===== config.mk =====
export PLATFORM = sky130hd
export DESIGN_NAME = ram_port_arbiter
export DESIGN_NICKNAME = d
export VERILOG_FILES = /design/src/rtl/ram_arb_pkg.sv /design/src/rtl/ram_arb_fairness.sv /design/src/rtl/ram_port_arbiter.sv
export SDC_FILE = /design/constraint.sdc
export NUM_CORES = 1
export LEC_CHECK = 0
export ABC_AREA = 1
export BUFFER_PORTS_ARGS = -buffer_cell sky130_fd_sc_hd__buf_2
export CORE_AREA = 2 2 40 78
export CTS_CLUSTER_SIZE = 14
export DETAILED_ROUTE_END_ITERATION = 8
export DIE_AREA = 0 0 42 80
export GPL_TIMING_DRIVEN = 0
export PLACE_DENSITY = 0.79
export SYNTH_ARGS = -nofsm -noshare
export SYNTH_HDL_FRONTEND = slang
export SYNTH_SLANG_ARGS = --single-unit

===== constraint.sdc =====
create_clock -name clk -period 2.33 [get_ports clk]
set_input_delay 0.3495 -clock clk [delete_from_list [all_inputs] [get_ports clk]]
set_output_delay 0.3495 -clock clk [all_outputs]
set_load 0.005 [all_outputs]

===== src/rtl/ram_arb_pkg.sv =====
// Shared types and defaults for the data-RAM port arbiter.
// Owner encoding tags which requester a pending read belongs to.
package ram_arb_pkg;

    typedef enum logic [1:0] {
        OWN_NONE = 2'd0,
        OWN_CPU  = 2'd1,
        OWN_VGA  = 2'd2
    } owner_e;

    localparam int RAM_DEPTH = 65;

endpackage


===== src/rtl/ram_arb_fairness.sv =====
// Bounded-starvation tracker: counts CPU grants taken while VGA waits and
// raises starve once the CPU has used up its run.
module ram_arb_fairness #(
    parameter int MAX_CPU_RUN = 4
) (
    input  logic clk,
    input  logic reset,
    input  logic cpu_gnt,
    input  logic vga_gnt,
    input  logic vga_req,
    output logic starve
);

    localparam int CNT_W = $clog2(MAX_CPU_RUN + 1);
    localparam logic [CNT_W-1:0] RUN_MAX = CNT_W'(MAX_CPU_RUN);

    logic [CNT_W-1:0] run_cnt;

    function automatic logic [CNT_W-1:0] sat_inc(input logic [CNT_W-1:0] v);
        return (v == RUN_MAX) ? v : v + CNT_W'(1);
    endfunction

    always_ff @(posedge clk) begin
        if (reset) begin
            run_cnt <= '0;
        end else if (vga_gnt || !vga_req) begin
            run_cnt <= '0;
        end else if (cpu_gnt) begin
            run_cnt <= sat_inc(run_cnt);
        end
    end

    assign starve = vga_req && (run_cnt == RUN_MAX);

endmodule


===== src/rtl/ram_port_arbiter.sv =====
// Single-port data RAM shared by the CPU data port and the VGA fetcher.
// CPU has priority; the fairness block forces a VGA slot after a bounded run.
module ram_port_arbiter
    import ram_arb_pkg::*;
#(
    parameter int DEPTH       = RAM_DEPTH,
    parameter int ADDR_W      = 8,
    parameter int DATA_W      = 8,
    parameter int MAX_CPU_RUN = 4
) (
    input  logic              clk,
    input  logic              reset,
    input  logic              cpu_req,
    input  logic              cpu_we,
    input  logic [ADDR_W-1:0] cpu_addr,
    input  logic [DATA_W-1:0] cpu_wdata,
    output logic              cpu_gnt,
    output logic              cpu_rvalid,
    output logic [DATA_W-1:0] cpu_rdata,
    input  logic              vga_req,
    input  logic [ADDR_W-1:0] vga_addr,
    output logic              vga_gnt,
    output logic              vga_rvalid,
    output logic [DATA_W-1:0] vga_rdata,
    output logic              mem_en,
    output logic              mem_we,
    output logic [ADDR_W-1:0] mem_addr,
    output logic [DATA_W-1:0] mem_wdata,
    input  logic [DATA_W-1:0] mem_rdata,
    output logic              addr_err
);

    localparam logic [ADDR_W-1:0] DEPTH_A = ADDR_W'(DEPTH);

    logic              starve;
    logic              cpu_sel;
    logic              vga_sel;
    logic              acc_p0;
    logic              oor_p0;
    logic [ADDR_W-1:0] addr_p0;
    owner_e            pend_p1;
    logic              oor_p1;
    logic [DATA_W-1:0] rd_byte_p1;
    logic [DATA_W-1:0] cpu_hold_p1;
    logic [DATA_W-1:0] vga_hold_p1;

    ram_arb_fairness #(.MAX_CPU_RUN(MAX_CPU_RUN)) u_fair (
        .clk     (clk),
        .reset   (reset),
        .cpu_gnt (cpu_sel),
        .vga_gnt (vga_sel),
        .vga_req (vga_req),
        .starve  (starve)
    );

    // Stage p0: grant decision and RAM command, same cycle as the request
    always_comb begin
        cpu_sel = !reset && cpu_req && !starve;
        vga_sel = !reset && vga_req && !cpu_sel;
        acc_p0  = cpu_sel || vga_sel;
        addr_p0 = cpu_sel ? cpu_addr : (vga_sel ? vga_addr : '0);
        oor_p0  = acc_p0 && (addr_p0 >= DEPTH_A);
    end

    assign cpu_gnt   = cpu_sel;
    assign vga_gnt   = vga_sel;
    assign mem_en    = acc_p0 && !oor_p0;
    assign mem_we    = mem_en && cpu_sel && cpu_we;
    assign mem_addr  = addr_p0;
    assign mem_wdata = (cpu_sel && cpu_we) ? cpu_wdata : '0;
    assign addr_err  = oor_p0;

    // Stage p1: remember who owns the read now in flight
    always_ff @(posedge clk) begin
        if (reset) begin
            pend_p1 <= OWN_NONE;
            oor_p1  <= 1'b0;
        end else begin
            if (cpu_sel && !cpu_we) begin
                pend_p1 <= OWN_CPU;
            end else if (vga_sel) begin
                pend_p1 <= OWN_VGA;
            end else begin
                pend_p1 <= OWN_NONE;
            end
            oor_p1 <= oor_p0;
        end
    end

    // Reset masks the returning read so an interrupted access never pulses rvalid
    assign rd_byte_p1 = oor_p1 ? '0 : mem_rdata;
    assign cpu_rvalid = !reset && (pend_p1 == OWN_CPU);
    assign vga_rvalid = !reset && (pend_p1 == OWN_VGA);
    assign cpu_rdata  = reset ? '0 : (cpu_rvalid ? rd_byte_p1 : cpu_hold_p1);
    assign vga_rdata  = reset ? '0 : (vga_rvalid ? rd_byte_p1 : vga_hold_p1);

    always_ff @(posedge clk) begin
        if (reset) begin
            cpu_hold_p1 <= '0;
            vga_hold_p1 <= '0;
        end else begin
            if (cpu_rvalid) cpu_hold_p1 <= rd_byte_p1;
            if (vga_rvalid) vga_hold_p1 <= rd_byte_p1;
        end
    end

endmodule


== Word-level counts from Yosys, hierarchy flattened ==
Cells that the tools add are included.

* Word-level logic and storage cells: 46
* Memory bits (writable): 0
* Output and inout port bits: 39
* Register bits: 22
* ROM bits: 0
* Memories kept: 0
* Latch bits: 0
* Input port bits: 37

* Eq/ne operators: 3
* Add/sub/neg operators: 1
* Reductions and logical operators: 24
* Mux-type cells: 10
* Divide/modulo/power cells: 0
* Bitwise operators: 1
* Shift-type cells: 0
* Magnitude comparators: 1
* Multiply operators: 0

{| class="wikitable"
|+ Operators by type and width
! operator !! number
|-
| two-way mux 8 bit || 8
|-
| logical AND 1 bit || 13
|-
| greater-or-equal comparator 8 x 7 -> 1 bit, second input constant || 1
|-
| zero test 1 bit || 6
|-
| OR reduction 2 bit || 2
|-
| adder 3 x 1 -> 3 bit, second input constant || 1
|-
| == test 3 bit, second input constant || 1
|-
| == test 2 x 1 -> 1 bit, second input constant || 1
|-
| == test 2 bit, second input constant || 1
|-
| logical OR 1 bit || 2
|-
| two-way mux 2 bit || 1
|-
| AND reduction 2 bit || 1
|-
| two-way mux 1 bit || 1
|-
| NOT 1 bit || 1
|}

== Logic depth before layout (Yosys ltp) ==
Gate-level depths: netlist of run 1.

* Depth after elaboration: 14
* Gate-level depth with buffers: 13
* Mapped depth without buffers: 13

== Cells and area by module ==
Synthesis of run 1 repeated with hierarchy kept, for this count alone.

* Cell total of the unflattened synthesis: 194
* Area total of the unflattened synthesis: 1233.7 sq um

{| class="wikitable"
|+ Modules (own cells, without submodules)
! module !! instances !! cells each !! area an instance (sq um) !! sequential area each (sq um)
|-
| ram_port_arbiter || 1 || 163 || 1036.0 || 380.4
|-
| ram_arb_fairness || 1 || 31 || 197.7 || 60.1
|}

== Worst setup path after synthesis of run 1 ==
No wires, ideal clock.

* Kind: reg2out
* From: reg u_fair.run_cnt[0]
* To: out mem_en
* Slack: 555 ps
* Path buffers: 1
* Data arrival time: 1426 ps
* Data required time: 1980 ps
* Stages on the path, launching flop included: 14
* Cell sequence: dfxtp_1 -> inv_1 -> ha_1 -> nand3_2 -> nand2_4 -> inv_2 -> buf_6 -> nand2_2 -> nand2_4 -> nand2_1 -> nor2_1 -> nand2_1 -> nand2_2 -> nor2_1

* Word-level cells in the longest chain between the ends: 12
* Elaborated cells on any way between the ends: 13
* Those cells by class: order compare: 1; eq/ne: 1; mux: 2; reduce/logical: 9

{| class="wikitable"
|+ Ends and longest elaborated chain
! what !! line !! source
|-
| start, declared || ram_arb_fairness.sv:17 || <nowiki>logic [CNT_W-1:0] run_cnt;</nowiki>
|-
| start signal, assigned || ram_arb_fairness.sv:29 || <nowiki>run_cnt <= sat_inc(run_cnt);</nowiki>
|-
| == test 3 bit * || ram_arb_fairness.sv:33 || <nowiki>assign starve = vga_req && (run_cnt == RUN_MAX);</nowiki>
|-
| logical AND 1 bit * || ram_arb_fairness.sv:33 ||
|-
| zero test 1 bit * || ram_port_arbiter.sv:58 || <nowiki>cpu_sel = !reset && cpu_req && !starve;</nowiki>
|-
| logical AND 1 bit * || ram_port_arbiter.sv:58 ||
|-
| named net cpu_gnt || ram_port_arbiter.sv:17 || <nowiki>output logic cpu_gnt,</nowiki>
|-
| zero test 1 bit || ram_port_arbiter.sv:59 || <nowiki>vga_sel = !reset && vga_req && !cpu_sel;</nowiki>
|-
| logical AND 1 bit || ram_port_arbiter.sv:59 ||
|-
| two-way mux 8 bit || ram_port_arbiter.sv:61 || <nowiki>addr_p0 = cpu_sel ? cpu_addr : (vga_sel ? vga_addr : '0);</nowiki>
|-
| two-way mux 8 bit * || ram_port_arbiter.sv:61 ||
|-
| named net mem_addr[6] || ram_port_arbiter.sv:27 || <nowiki>output logic [ADDR_W-1:0] mem_addr,</nowiki>
|-
| greater-or-equal comparator 8 x 7 -> 1 bit * || ram_port_arbiter.sv:62 || <nowiki>oor_p0 = acc_p0 && (addr_p0 >= DEPTH_A);</nowiki>
|-
| logical AND 1 bit * || ram_port_arbiter.sv:62 ||
|-
| named net addr_err || ram_port_arbiter.sv:30 || <nowiki>output logic addr_err</nowiki>
|-
| zero test 1 bit * || ram_port_arbiter.sv:67 || <nowiki>assign mem_en = acc_p0 && !oor_p0;</nowiki>
|-
| logical AND 1 bit * || ram_port_arbiter.sv:67 ||
|-
| end, declared || ram_port_arbiter.sv:25 || <nowiki>output logic mem_en,</nowiki>
|}

Mark *: on every way through the listed nets, which the timed path passes. The rest lies on a longest branch.

== Worst setup path after layout of run 1 ==
* From: reg u_fair.run_cnt[1]
* To: out mem_we

* Word-level cells in the longest chain between the ends: 14
* Elaborated cells on any way between the ends: 15
* Those cells by class: order compare: 1; eq/ne: 1; mux: 2; reduce/logical: 11

{| class="wikitable"
|+ Ends and longest elaborated chain
! what !! line !! source
|-
| == test 3 bit * || ram_arb_fairness.sv:33 ||
|-
| logical AND 1 bit * || ram_arb_fairness.sv:33 ||
|-
| zero test 1 bit * || ram_port_arbiter.sv:58 ||
|-
| logical AND 1 bit * || ram_port_arbiter.sv:58 ||
|-
| zero test 1 bit || ram_port_arbiter.sv:59 ||
|-
| logical AND 1 bit || ram_port_arbiter.sv:59 ||
|-
| two-way mux 8 bit (2 in series) || ram_port_arbiter.sv:61 ||
|-
| greater-or-equal comparator 8 x 7 -> 1 bit || ram_port_arbiter.sv:62 ||
|-
| logical AND 1 bit || ram_port_arbiter.sv:62 ||
|-
| zero test 1 bit || ram_port_arbiter.sv:67 ||
|-
| logical AND 1 bit || ram_port_arbiter.sv:67 ||
|-
| logical AND 1 bit * (2 in series) || ram_port_arbiter.sv:68 || <nowiki>assign mem_we = mem_en && cpu_sel && cpu_we;</nowiki>
|-
| end, declared || ram_port_arbiter.sv:26 || <nowiki>output logic mem_we,</nowiki>
|}

Mark *: on every way between the ends. The rest lies on a longest branch, timed or not.

==> summary.md, run 1 <==
| Metric | Value |
|---|---|
| Status | `finished, final reports clean` |
| Avg Inst Size Synth | `6.87 um2` |
| Hold Path Class | `input port to flip-flop` |
| Vias | `1311` |
| Clock Pin Slew Worst Setup and Hold Paths | `0.08 ns` |
| Hold buffer count at CTS | `0` |
| Port Buffers | `75` |
| Synth cell types | `22` |
| Slowest-stage cell, CP | `dfxtp_2` |
| Routability cong. | `0.731` |
| Setup WS pre-CTS | `0.307 ns` |
| First-pass GRT wire length | `4.79 mm` |
| Largest family of logic cells by synthesized area | `simple AND/OR/NAND/NOR gates` |
| Synthesized netlist cell count | `168` |
| Xor/xnor share of the synthesized area | `0.759%` |
| Final Skew | `0.00406 ns` |
| Minimum clock period | `2.24 ns` |
| Maxcap violations | `0` |
| Chip width | `42 um` |
| CTS tree | `built` |
| Mapped cell area | `0.00115 mm2` |
| RSZ-0062 raised after global routing | `no` |
| Clk Latency, worst-skew pair | `0.26 ns` |
| Final Power | `0.932 mW` |
| Simple-gate share of the synthesized area | `39.9%` |
| Slew @ Worst Pin | `0.518 ns` |
| TritonCTS sink count | `22` |
| Final worst path period share | `96.1%` |
| Final setup vio count | `0` |
| Synth Area in Adders | `2.17%` |
| Via count of the first global-routing pass | `1203` |
| CP max FO | `6` |
| Initial Utilization | `42.2%` |
| Max clock buf depth | `2` |
| Area after DPL | `0.00157 mm2` |
| Synth Area in Compound Gates | `7.27%` |
| Mux share of post-synthesis cell area | `0%` |
| PwrDens | `549 mW/mm2` |
| Setup CP Type | `flip-flop to output pin` |
| Core Area | `0.00274 mm2` |
| H-tree Lvls | `1` |
| Clock Tree Root | `clkbuf_8` |
| Net count after synthesis | `207` |
| First-pass DRT Iterations | `4` |
| YS warnings | `0` |
| Die height | `80 um` |
| Maximum clock frequency | `447 MHz` |
| Initial antenna violation count | `0` |
| Largest net degree at the start of global routing | `14` |
| Slew HR | `65.4%` |
| Max stage delay on crit path | `0.33 ns` |
| Count of pins over their slew limit | `0` |
| Final core utilization | `62.1%` |
| Worst setup SP type | `flip-flop` |
| Largest delay share family, worst path | `simple AND/OR/NAND/NOR gates` |
| Die Area | `0.00336 mm2` |
| Worst Setup End Kind | `output pin` |
| Final Non-Filler Cells | `280` |
| Placed Cells incl. Taps | `272` |
| Worst Path Arrival | `1.89 ns` |
| Final wirelength | `2.95 mm` |
| Synth Register Bits | `22` |
| Nets | `291` |
| Drt wl/cell | `10.5 um` |
| Overall Global Routing Usage | `17.8%` |
| Area grow syn2layout | `47.3%` |
| Detailed Place HPWL | `2.40 mm` |
| Final hold vios | `0` |
| CP Cell Sequence | `inv_2, ha_4, nand3_4, nand2_4, buf_4, nand3_1, nand2_4, nand2_1, nor2_1, nand2_2, nand2_2, nor2_1, buf_2` |
| Register area share after synthesis | `38.2%` |
| Row cnt | `27` |
| Setup WS post-layout | `0.0913 ns` |
| Leak pwr | `1.01 nW` |
| Final TNS setup | `0 ns` |
| Antenna cells | `0` |
| DRC Markers | `0` |
| Remaining antenna violation count after routing | `0` |
| Post-route cell area | `0.00170 mm2` |
| Worst EP required | `1.98 ns` |
| I/O pins | `76` |
| 1st-iter DRT viols | `14` |
| Global route overflow | `0` |
| Via density per instance | `4.68` |
| Worst VDD drop | `0.436 mV` |
| WP buf/inv | `3` |
| Hold slack | `0.248 ns` |
| TritonCTS buffer count | `3` |
| Layout cells sized above 1 | `43.4%` |
-- power breakdown --
| part | switching, mW | total, mW | internal, mW |
|---|---|---|---|
| Clock | 0.118 | 0.348 | 0.229 |
| Sequential | 0.00789 | 0.401 | 0.393 |
| Combinational | 0.101 | 0.184 | 0.0826 |
| Total | 0.227 | 0.932 | 0.705 |
-- sequential cells by signal, summed over array words and instances, names as in the netlist --
signal and count:
vga_hold_p1 8, cpu_hold_p1 8, pend_p1 2, u_fair.run_cnt 3, oor_p1 1
-- cells in the final DEF, fill, tap and decap left out --
cell type,Yosys,routed
a21oi_1,1,1
inv_1,28,26
nor3_1,2,2
a21oi_4,1,1
inv_2,1,3
nor2_2,1,3
nor2_4,1,1
nand3_4,0,1
xnor2_1,1,1
o21ai_0,5,5
a211oi_1,2,2
nor2_8,1,1
ha_1,2,1
clkbuf_8,0,3
buf_2,0,75
dfxtp_1,22,20
buf_4,0,4
nand2_1,35,33
buf_6,2,2
bufinv_16,0,1
ha_4,0,1
dfxtp_2,0,2
nor2_1,32,30
nand3_1,17,17
clkbuf_1,1,1
o211ai_1,3,3
nand2_4,2,2
nand2_2,7,9
-- logic make-up after synthesis --
kind of cell	count (synthesis)
xor+xnor	1
compound gates	12
flops	22
simple gates	99
buf+inv	32
fa+ha+maj	2
-- cell usage after synthesis --
cell,number,area [um2]
nor2_8,1,20.0
nor2_1,32,120
o211ai_1,3,22.5
nand3_2,1,10.0
nand2_4,2,22.5
clkbuf_1,1,3.75
inv_2,1,3.75
nor3_1,2,10.0
nand2_2,7,43.8
nand2_1,35,131
o21ai_0,5,25.0
xnor2_1,1,8.76
dfxtp_1,22,440
ha_1,2,25.0
a21oi_1,1,5.00
nor2_2,1,6.26
buf_6,2,22.5
a21oi_4,1,16.3
nand3_1,17,85.1
nor2_4,1,11.3
a211oi_1,2,15.0
inv_1,28,105
-- final cells by class --
class,instances,area (um2)
Fill cell,239,1040
Timing Repair Buffer,79,405
Buffer,3,26.3
Sequential cell,22,443
Inverter,29,109
Multi-Input combinational cell,114,608
Clock inverter,1,30.0
Clock buffer,3,41.3
Tap cell,29,36.3
-- what timing repair did --
action / 4_1_cts / 5_1_grt
buffers inserted: 0 / 4
setup endpoints to repair: 0 / 5
resized for setup: 0 / 11
endpoints found under the hold margin: 0 / 0
-- path summary, 6_finish.rpt --
check                                        from        endpoint  slack [ns]  depth (start not counted)
worst min register to register     cpu_hold_p1[7]  cpu_hold_p1[7]        0.48                          2
worst max-delay path            u_fair.run_cnt[1]          mem_we        0.09                         13
worst max register to register  u_fair.run_cnt[1]          oor_p1        0.85                         11
worst min-delay path                       cpu_we      pend_p1[0]        0.25                          2
-- per-layer routing --
metal / vias to the layer above / track usage, % / share of wire [%]
met5: - / 0 / 0
met2: 52 / 34.8 / 57
li1: 684 / - / -
met4: 0 / 7.42 / 0.92
met3: 2 / 3.17 / 7.1
met1: 573 / 17.4 / 35
Power figures use the tool's default switching activity.
==> run 2, diff against run 1 <==
--- a/config.mk
+++ b/config.mk
@@ -13,6 +13,7 @@
 export DIE_AREA = 0 0 42 80
 export GPL_TIMING_DRIVEN = 0
 export PLACE_DENSITY = 0.79
+export REMOVE_ABC_BUFFERS = 1
 export SYNTH_ARGS = -nofsm -noshare
 export SYNTH_HDL_FRONTEND = slang
 export SYNTH_SLANG_ARGS = --single-unit
==> summary.md, run 2 (synthesized netlist as in run 1, its figures left out) <==
| Metric | Value |
|---|---|
| Status | `finished, final reports clean` |
| Final hold vios | `0` |
| 1st-iter DRT viols | `27` |
| R2R depth | `12` |
| First-pass DRT Iterations | `4` |
| Initial Utilization | `42.2%` |
| Detailed Place HPWL | `2.35 mm` |
| Row cnt | `27` |
| Post-route cell area | `0.00163 mm2` |
| Port Buffers | `75` |
| Setup CP Type | `flip-flop to output pin` |
| Die height | `80 um` |
| Max clock buf depth | `2` |
| Commonest non-fill, non-tap cell in the layout | `buf_2` |
| Antenna cells | `0` |
| First-pass GRT wire length | `4.61 mm` |
| I/O pins | `76` |
| Final core utilization | `59.5%` |
| Reg area | `442 um2` |
| Final Skew | `0.00449 ns` |
| Max stage delay on crit path | `0.34 ns` |
| Layout cells sized above 1 | `40.2%` |
| Worst r2r src | `u_fair.run_cnt[0]` |
| Clk Latency, worst-skew pair | `0.26 ns` |
| Via count of the first global-routing pass | `1137` |
| CP Cell Sequence | `inv_1, ha_1, nand3_4, nand2_4, inv_8, nand2_1, nand2_1, inv_1, nand2_2, nor2_1, nand2_1, nand2_2, nor2_1, buf_2` |
| Hold EP | `pend_p1[0]` |
| Slowest-stage cell, CP | `dfxtp_2` |
| Final wirelength | `2.94 mm` |
| Area after DPL | `0.00154 mm2` |
| TritonCTS buffer count | `3` |
| Clock Tree Root | `clkbuf_8` |
| Overall Global Routing Usage | `17.8%` |
| Maxcap violations | `0` |
| Chip width | `42 um` |
| Drt wl/cell | `10.7 um` |
| Final worst path period share | `95.2%` |
| Hold buffer count at CTS | `0` |
| Largest delay share family, worst path | `simple AND/OR/NAND/NOR gates` |
| Leak pwr | `0.971 nW` |
| Worst VDD drop | `0.358 mV` |
| Vias | `1254` |
| Worst Hold Depth | `2` |
| Final Power | `0.842 mW` |
| Worst setup SP type | `flip-flop` |
| Worst Path Arrival | `1.87 ns` |
| TritonCTS sink count | `22` |
| Die Area | `0.00336 mm2` |
| DRC Markers | `0` |
| Remaining antenna violation count after routing | `0` |
| PwrDens | `517 mW/mm2` |
| Most frequent cells in the layout | `75 x buf_2, 34 x nand2_1, 31 x nor2_1` |
| H-tree Lvls | `1` |
| R2R setup slack | `0.83 ns` |
| Routability cong. | `0.737` |
| Initial antenna violation count | `0` |
| CTS tree | `built` |
| Count of pins over their slew limit | `0` |
| Minimum clock period | `2.22 ns` |
| Slew @ Worst Pin | `0.488 ns` |
| Final setup vio count | `0` |
| Global route overflow | `0` |
| Reg2Reg Capture Point | `oor_p1` |
| Worst Setup End Kind | `output pin` |
| Core Area | `0.00274 mm2` |
| Slew HR | `67.3%` |
| Worst EP required | `1.98 ns` |
| Largest net degree at the start of global routing | `14` |
| Fill count | `267` |
| Hold Path Class | `input port to flip-flop` |
| Area grow syn2layout | `41.2%` |
| Nets | `286` |
| CP most frequent cell | `nand2_1` |
| Area of the multi-input gates | `597 um2` |
| Regs by FF count | `cpu_hold_p1 x8, vga_hold_p1 x8, u_fair.run_cnt x3` |
| Maximum clock frequency | `451 MHz` |
| CP max FO | `10` |
| Clock Pin Slew Worst Setup and Hold Paths | `0.08 ns` |
| WP buf/inv | `4` |
| RSZ-0062 raised after global routing | `yes` |
| Hold wc startpoint | `cpu_we` |
| Via density per instance | `4.56` |
==> run 2: cell count changes in the layout (fill, tap and decap cells not counted), sizes merged <==
cell | before | now
nand2 | 44 | 45
buf | 81 | 76
bufinv | 1 | 0
==> run 2: worst reg2reg max path: cells and delay by family (launching register included) <==
family	cells	cell delay, ns
adders and majority gates	1	0.22
buffers and inverters	3	0.19
DFF	1	0.34
and+or+nand+nor	8	0.63
==> run 2: how the worst max path moves through the flow <==
stage	startpoint	to	slack, ns	cells past startpoint
3_5_place_dp	reset	mem_we	0.17	13
5_1_grt	u_fair.run_cnt[0]	mem_we	-0.01	14
3_3_place_gp	reset	mem_en	0.18	13
6_report	u_fair.run_cnt[0]	mem_en	0.11	14
2_1_floorplan	u_fair.run_cnt[0]	mem_en	0.48	13
4_1_cts	u_fair.run_cnt[0]	mem_we	0.02	14
==> run 2: final cells by class <==
type	count	area share [%]
clock buffers	4	3.38
repair buffers	76	23.5
flip-flops and latches	22	27.1
inverters	29	7.14
multi-input cells	115	36.6
well taps	29	2.23
==> run 2: per-stage QoR <==
step | setup slack [ns] | setup TNS, ns | instances | hold slack [ns]
after global placement | 0.180 | 0 | 269 | 0.432
after global routing | -0.0127 | -0.0127 | 275 | 0.252
after detailed placement | 0.172 | 0 | 269 | 0.439
after floorplan | 0.478 | 0 | 165 | 0.417
final | 0.111 | 0 | 275 | 0.252
after CTS | 0.0177 | 0 | 273 | 0.248
==> run 2: repair_timing <==
action,CTS,global route
resized for setup,2,5
setup endpoints to repair,2,5
pin swaps,0,1
setup buffers,0,1
gates cloned,0,1
==> run 2: report_power, final <==
group | total, mW | switching, mW | internal [mW]
clock | 0.265 | 0.115 | 0.150
combinational | 0.176 | 0.100 | 0.0761
sequential | 0.401 | 0.00733 | 0.393
total | 0.842 | 0.222 | 0.620
==> run 2: metal layers <==
layer | global-route usage [%] | vias to the layer above | share of wire (%)
li1 | - | 671 | -
met1 | 16.5 | 522 | 34
met2 | 35.2 | 57 | 56
met3 | 3.17 | 4 | 7.6
met4 | 8.71 | 0 | 1.9
met5 | 0 | - | 0
